--- src/rtl/int_responder.sv ---
// int_responder: accepts FIQ/IRQ at instruction boundaries, acknowledges, then runs the exception entry sequence
module int_responder #(
  parameter logic [31:0] FIQ_VECTOR = 32'h0000_001C,
  parameter logic [31:0] IRQ_VECTOR = 32'h0000_0018,
  parameter logic [31:0] LR_OFFSET  = 32'd4
) (
  input  logic        clk,
  input  logic        Rst_n,
  input  logic        INT_fiq,
  input  logic        INT_irq,
  input  logic [31:0] CPSR,
  input  logic        Inst_done,
  input  logic [31:0] PC_next,
  output logic        INTA_fiq,
  output logic        INTA_irq,
  output logic        Stall,
  output logic [4:0]  Bank_mode,
  output logic        SPSR_we,
  output logic [31:0] SPSR_wdata,
  output logic        LR_we,
  output logic [31:0] LR_wdata,
  output logic        CPSR_we,
  output logic [31:0] CPSR_wdata,
  output logic        PC_we,
  output logic [31:0] PC_wdata
);
  typedef enum logic [1:0] {IDLE, ACK, SAVE, JUMP} state_t;
  state_t      state_q, state_d;
  logic        is_fiq_q;
  logic [31:0] cpsr_q, ret_q;
  logic        pend_f, pend_i, accept;
  logic [4:0]  mode;
  assign pend_f = INT_fiq & ~CPSR[6];
  assign pend_i = INT_irq & ~CPSR[7];
  assign accept = (state_q == IDLE) & Inst_done & (pend_f | pend_i);
  assign mode   = is_fiq_q ? 5'b10001 : 5'b10010;
  // State register plus snapshot of the request, CPSR and return address at acceptance
  always_ff @(posedge clk or negedge Rst_n) begin
    if (!Rst_n) begin
      state_q  <= IDLE;
      is_fiq_q <= 1'b0;
      cpsr_q   <= '0;
      ret_q    <= '0;
    end else begin
      state_q <= state_d;
      if (accept) begin
        is_fiq_q <= pend_f;
        cpsr_q   <= CPSR;
        ret_q    <= PC_next + LR_OFFSET;
      end
    end
  end
  // Next state and per-phase outputs; everything is zero unless the phase drives it
  always_comb begin
    state_d    = state_q;
    INTA_fiq   = 1'b0;
    INTA_irq   = 1'b0;
    Stall      = 1'b0;
    Bank_mode  = '0;
    SPSR_we    = 1'b0;
    SPSR_wdata = '0;
    LR_we      = 1'b0;
    LR_wdata   = '0;
    CPSR_we    = 1'b0;
    CPSR_wdata = '0;
    PC_we      = 1'b0;
    PC_wdata   = '0;
    case (state_q)
      IDLE: state_d = accept ? ACK : IDLE;
      ACK: begin
        state_d  = SAVE;
        Stall    = 1'b1;
        INTA_fiq = is_fiq_q;
        INTA_irq = ~is_fiq_q;
      end
      SAVE: begin
        state_d    = JUMP;
        Stall      = 1'b1;
        Bank_mode  = mode;
        SPSR_we    = 1'b1;
        SPSR_wdata = cpsr_q;
        LR_we      = 1'b1;
        LR_wdata   = ret_q;
      end
      JUMP: begin
        state_d    = IDLE;
        Stall      = 1'b1;
        CPSR_we    = 1'b1;
        CPSR_wdata = {cpsr_q[31:8], 1'b1, is_fiq_q | cpsr_q[6], 1'b0, mode};
        PC_we      = 1'b1;
        PC_wdata   = is_fiq_q ? FIQ_VECTOR : IRQ_VECTOR;
      end
      default: state_d = IDLE;
    endcase
  end
endmodule

--- config.mk ---
export PLATFORM = sky130hd
export DESIGN_NAME = int_responder
export DESIGN_NICKNAME = d
export VERILOG_FILES = /design/src/rtl/int_responder.sv
export SDC_FILE = /design/constraint.sdc
export NUM_CORES = 1
export LEC_CHECK = 0
export BUFFER_PORTS_ARGS = -buffer_cell sky130_fd_sc_hd__clkbuf_2
export CAP_MARGIN = 30
export CORE_MARGIN = 2
export CORE_UTILIZATION = 43
export CTS_BUF_LIST = sky130_fd_sc_hd__clkbuf_2 sky130_fd_sc_hd__clkbuf_4 sky130_fd_sc_hd__clkbuf_8
export CTS_CLUSTER_SIZE = 25
export DETAILED_ROUTE_END_ITERATION = 16
export GPL_TIMING_DRIVEN = 0
export PLACE_DENSITY = 0.77
export SLEW_MARGIN = 0
export SYNTH_ARGS = -nofsm -noshare
export SYNTH_HDL_FRONTEND = slang
export SYNTH_SLANG_ARGS = --single-unit
--- constraint.sdc ---
create_clock -name clk -period 1.5 [get_ports clk]
set_input_delay 0.3 -clock clk [delete_from_list [all_inputs] [get_ports clk]]
set_output_delay 0.3 -clock clk [all_outputs]
set_load 0.01 [all_outputs]
# Word level (Yosys, flattened, before mapping)
# Cells that the tools add are included.
totals:
  reg_bits: 67
  in_bits: 69
  out_inout_bits: 140
  wordCells: 33
classes:
  addsub: 1
  eq_ne: 3
  n_mux: 14
  bitwise_logic: 9
  n_reduce_logical: 2
ops:
  columns: ["cell", "n"]
  rows:
  - ["32-bit two-way mux", 3]
  - ["32-bit by 3-bit adder with 32-bit output, second input constant", 1]
  - ["5-bit two-way mux", 2]
  - ["2-bit one-hot mux with 4 select lines", 1]
  - ["1-bit two-way mux", 6]
  - ["1-bit bitwise AND", 4]
  - ["2-bit equality test, second input constant", 2]
  - ["3-bit two-way mux", 1]
  - ["1-bit NOT", 3]
  - ["3-bit OR reduction", 1]
  - ["2-bit by 1-bit equality test with 1-bit output, second input constant", 1]
  - ["2-bit logical NOT", 1]
  - ["2-bit two-way mux", 1]
  - ["1-bit bitwise OR", 2]

# Logic depth before layout (Yosys ltp)
depth:
  ltp_word: 6
  ltp_mapped: 8
  depth_no_buf: 6

# Worst setup path before layout
# Ideal clock, no wire load.
synth_timing:
  path_type: "input -> register"
  from: "input port PC_next[4]"
  to: "register ret_q[31]"
  setup_time_ps: 82
  arrival_time_ps: 1764
  t_required_ps: 1418
  setup_slack_ps: -346
  stages: 6
  n_path_buf: 2
  path_cell_list: "and4_1 buf_4 or4b_1 buf_2 or4_1 a31oi_1"
synth_via:
  elab_chain_cells: 1
synth_lines:
  columns: ["item", "line", "source"]
  rows:
  - ["start, declared", "13", "input logic [31:0] PC_next,"]
  - ["32-bit by 3-bit adder with 32-bit output", "49", "ret_q <= PC_next + LR_OFFSET;"]
  - ["end signal, assigned", "49", null]
  - ["end, declared", "30", "logic [31:0] cpsr_q, ret_q;"]
# No other way between the ends.
# A chain may end at the register's enable or synchronous reset.

# Worst setup path in the final report
layout_timing:
  from: "register state_q[1]"
  to: "output port SPSR_wdata[25]"
layout_via:
  elab_chain_cells: 2
layout_lines:
  columns: ["item", "line", "source"]
  rows:
  - ["start, declared", "28", "state_t state_q, state_d;"]
  - ["start signal, assigned", "45", "state_q <= state_d;"]
  - ["2-bit equality test", "68", "case (state_q)"]
  - ["32-bit two-way mux", "68", null]
  - ["end, declared", "19", "output logic [31:0] SPSR_wdata,"]
# No other way between the ends.

==> impl_metrics.ini <==
[status]
status = complete, but fails checks
violations = negative setup slack

[clocking]
cts_sinks = 67
cts_tree = done
path_clk_slew_ns = 0.08
h-tree-depth = 3
cts_buffers = 9
cts_root_buffer = clkbuf_8
max-clock-path-buffers = 2
insertion_delay_ns = 0.34

[place]
placed_cell_area_um2 = 5283
port_buffers = 173
place_inst = 818
hpwl_mm = 8.810
gp_congestion = 0.8256
pre_cts_slack_ns = -0.6520

[worst_setup_path]
cp_cell_sequence = ha_4 -> clkbuf_16 -> buf_8 -> and2_1 -> buf_2
worst_ep_required_time_ns = 1.20
path_class = reg -> out
critPathCaptureType = output pin
slowest_delay_ns = 0.44
reg2reg_to = ret_q[15]
r2r_start = state_q[0]
cpMaxStageDelayCell = dfrtp_2
critical_path_arrival_ns = 1.57
start_kind = register
r2r_slack_ns = -0.21
critPathMaxFanout = 10
r2r_cells = 7

[cells_and_area]
stdcell_count = 869
final_nets = 827
finish.utilization_pct = 74.00
num_antenna_cells = 0
regArea_um2 = 1678
layout-drive-gt1-share_pct = 48.28
areaGrowthSynthToFinish_pct = 67.46
final_area_um2 = 6805
multi_input_area_um2 = 2298
fillers = 648

[global_routing]
grt-busiest-layer = met2
use_met2_pct = 41.67
grt_pass1_vias = 3864
antenna_found_initial = 0
grt_use_met1_pct = 27.68
met3_usage_pct = 4.762
grt_max_degree = 38
overflow = 0
grt_pass1_wl_mm = 18.57
grt_usage_pct = 23.10

[logic_synthesis]
synth_edf_count = 0
ys_ff_latch = 67
netlist_instances = 500
yosysSeqAreaShare_pct = 41.26
synth_ff_type = dfrtp_1
async_reset_ff_share_pct = 100.0
syn_area_um2 = 4064
avgSynthCellArea_um2 = 8.128
yosysWarnings = 0
synthDistinctLibCells = 29

[sta]
finalCriticalPeriod_ns = 1.868
hold_violations = 0
rsz0062_at_grt = yes
hold_ws_ns = 0.1443
fin_setup_tns_ns = -36.78
maxSlewViolCount = 0
maxClockFrequency_mhz = 535.2
fin_ws_ns = -0.3685
finalCritPeriodShare_pct = 124.6
fin_worst_skew_ns = 0.009756
setup_viol = 167

[floorplan]
dieArea_um2 = 10240
rows = 35
io_pins = 209
core_area_um2 = 9196
start_util_pct = 44.19
die-width_um = 101.2
die_h_um = 101.2

[hold_path]
hold_path_end = cpsr_q[29]
hold_class = in -> reg
worstHoldPathCells = 3
min_from = CPSR[29]

[route]
drtAntennaViolNets = 0
drtPass1Iterations = 4
drt-initial-drc-count = 162
route.vias.total = 4362
via_per_inst = 5.020
wirelength_mm = 13.50
drc_errors = 0
wl_per_cell_um = 15.53

[job]
maxCapViolations = 0

[pwr]
vdd_drop_max_v = 0.0009825
cellLeakagePower_nw = 3.532
powerDensity_nw_per_um2 = 1675
p_total_mw = 11.40
[where the power goes]
part           total, mW  switching [mW]  internal [mW]
logic               6.61            2.92           3.69
registers           3.26           0.591           2.67
clock network       1.53           0.719          0.809
total               11.4            4.23           7.17
[state kept, by name (all words and copies together) (netlist names)]
| name | flops |
|---|---|
| cpsr_q | 32 |
| ret_q | 32 |
| state_q | 2 |
| is_fiq_q | 1 |
[worst max path at each step]
stage / from / endpoint / slack (ns) / depth (start not counted)
floorplan: PC_next[4] / ret_q[31] / -0.35 / 6
global placement: PC_next[4] / ret_q[31] / -0.62 / 7
detailed placement: PC_next[2] / ret_q[26] / -0.65 / 7
CTS: state_q[0] / LR_wdata[24] / -0.36 / 6
global route: state_q[0] / SPSR_wdata[27] / -0.45 / 6
finish: state_q[1] / SPSR_wdata[25] / -0.37 / 5
[cells in the mapped netlist, drive strengths merged, types with 5 or more instances]
| cell type | instances | share of area (%) |
|---|---|---|
| nand2 | 128 | 12 |
| and2 | 91 | 14 |
| dfrtp | 67 | 41 |
| buf | 47 | 8.4 |
| clkbuf | 26 | 2.4 |
| o21ai | 17 | 2.1 |
| nor2 | 16 | 1.5 |
| a31oi | 15 | 2.3 |
| or4 | 14 | 2.6 |
| o31ai | 13 | 2.4 |
| nand4 | 12 | 1.8 |
| nand3 | 10 | 1.2 |
| xor2 | 10 | 2.2 |
| inv | 7 | 0.65 |
| ha | 5 | 1.5 |
[critical path, delay by kind of cell (launching register included)]
family                     cells  cell delay [ns]
and+or+nand+nor                1             0.15
DFF                            1             0.44
adders and majority gates      1             0.19
buffers and inverters          3             0.44
[area by class of cell]
class,instances,area share [%]
clock inverter,6,0.9561
clock buffer,10,2.022
multi-input combinational,386,33.77
sequential,67,24.66
inverter,7,0.3861
buffer,69,10.63
timing repair buffer,213,25.54
tap,111,2.041
[kinds of logic (layout without fill, tap and decap cells)]
logic type	Yosys count	count (layout)	synth area share (%)
DFF	67	67	41.26
AOI/OAI and AO/OA	49	49	7.481
xor gates and xnor gates	12	12	2.586
and+or+nand+nor	286	286	35.62
other	1	34	0.09228
buffers and inverters	80	305	11.42
adders and majority gates	5	5	1.539
[placed cells by master, fill, tap and decap left out, types with 12 or more instances in the layout]
master    instances
a31oi_1          14
and2_1           47
and2_4           44
buf_2            19
buf_4            62
buf_6            69
buf_8            21
clkbuf_2         92
clkbuf_8         14
conb_1           34
dfrtp_1          66
nand2_1         125
nand4_1          12
nor2_1           16
o31ai_1          13
[layer usage]
metal  up-vias  wire [um]
li1       2074          -
met1      2079       5168
met2       185       7193
met3        24        881
met4         0        253
met5         -          0
[what timing repair did]
| action | 4_1_cts | 5_1_grt |
|---|---|---|
| hold buffers | 1 | 0 |
| setup buffers | 10 | 17 |
| hold endpoints to repair | 30 | 0 |
| gates resized for setup | 116 | 211 |
| cloned | 5 | 7 |
| endpoints found under the setup margin | 172 | 172 |
| pin swaps | 14 | 14 |
Note: power is estimated with default switching activity, not from simulation.
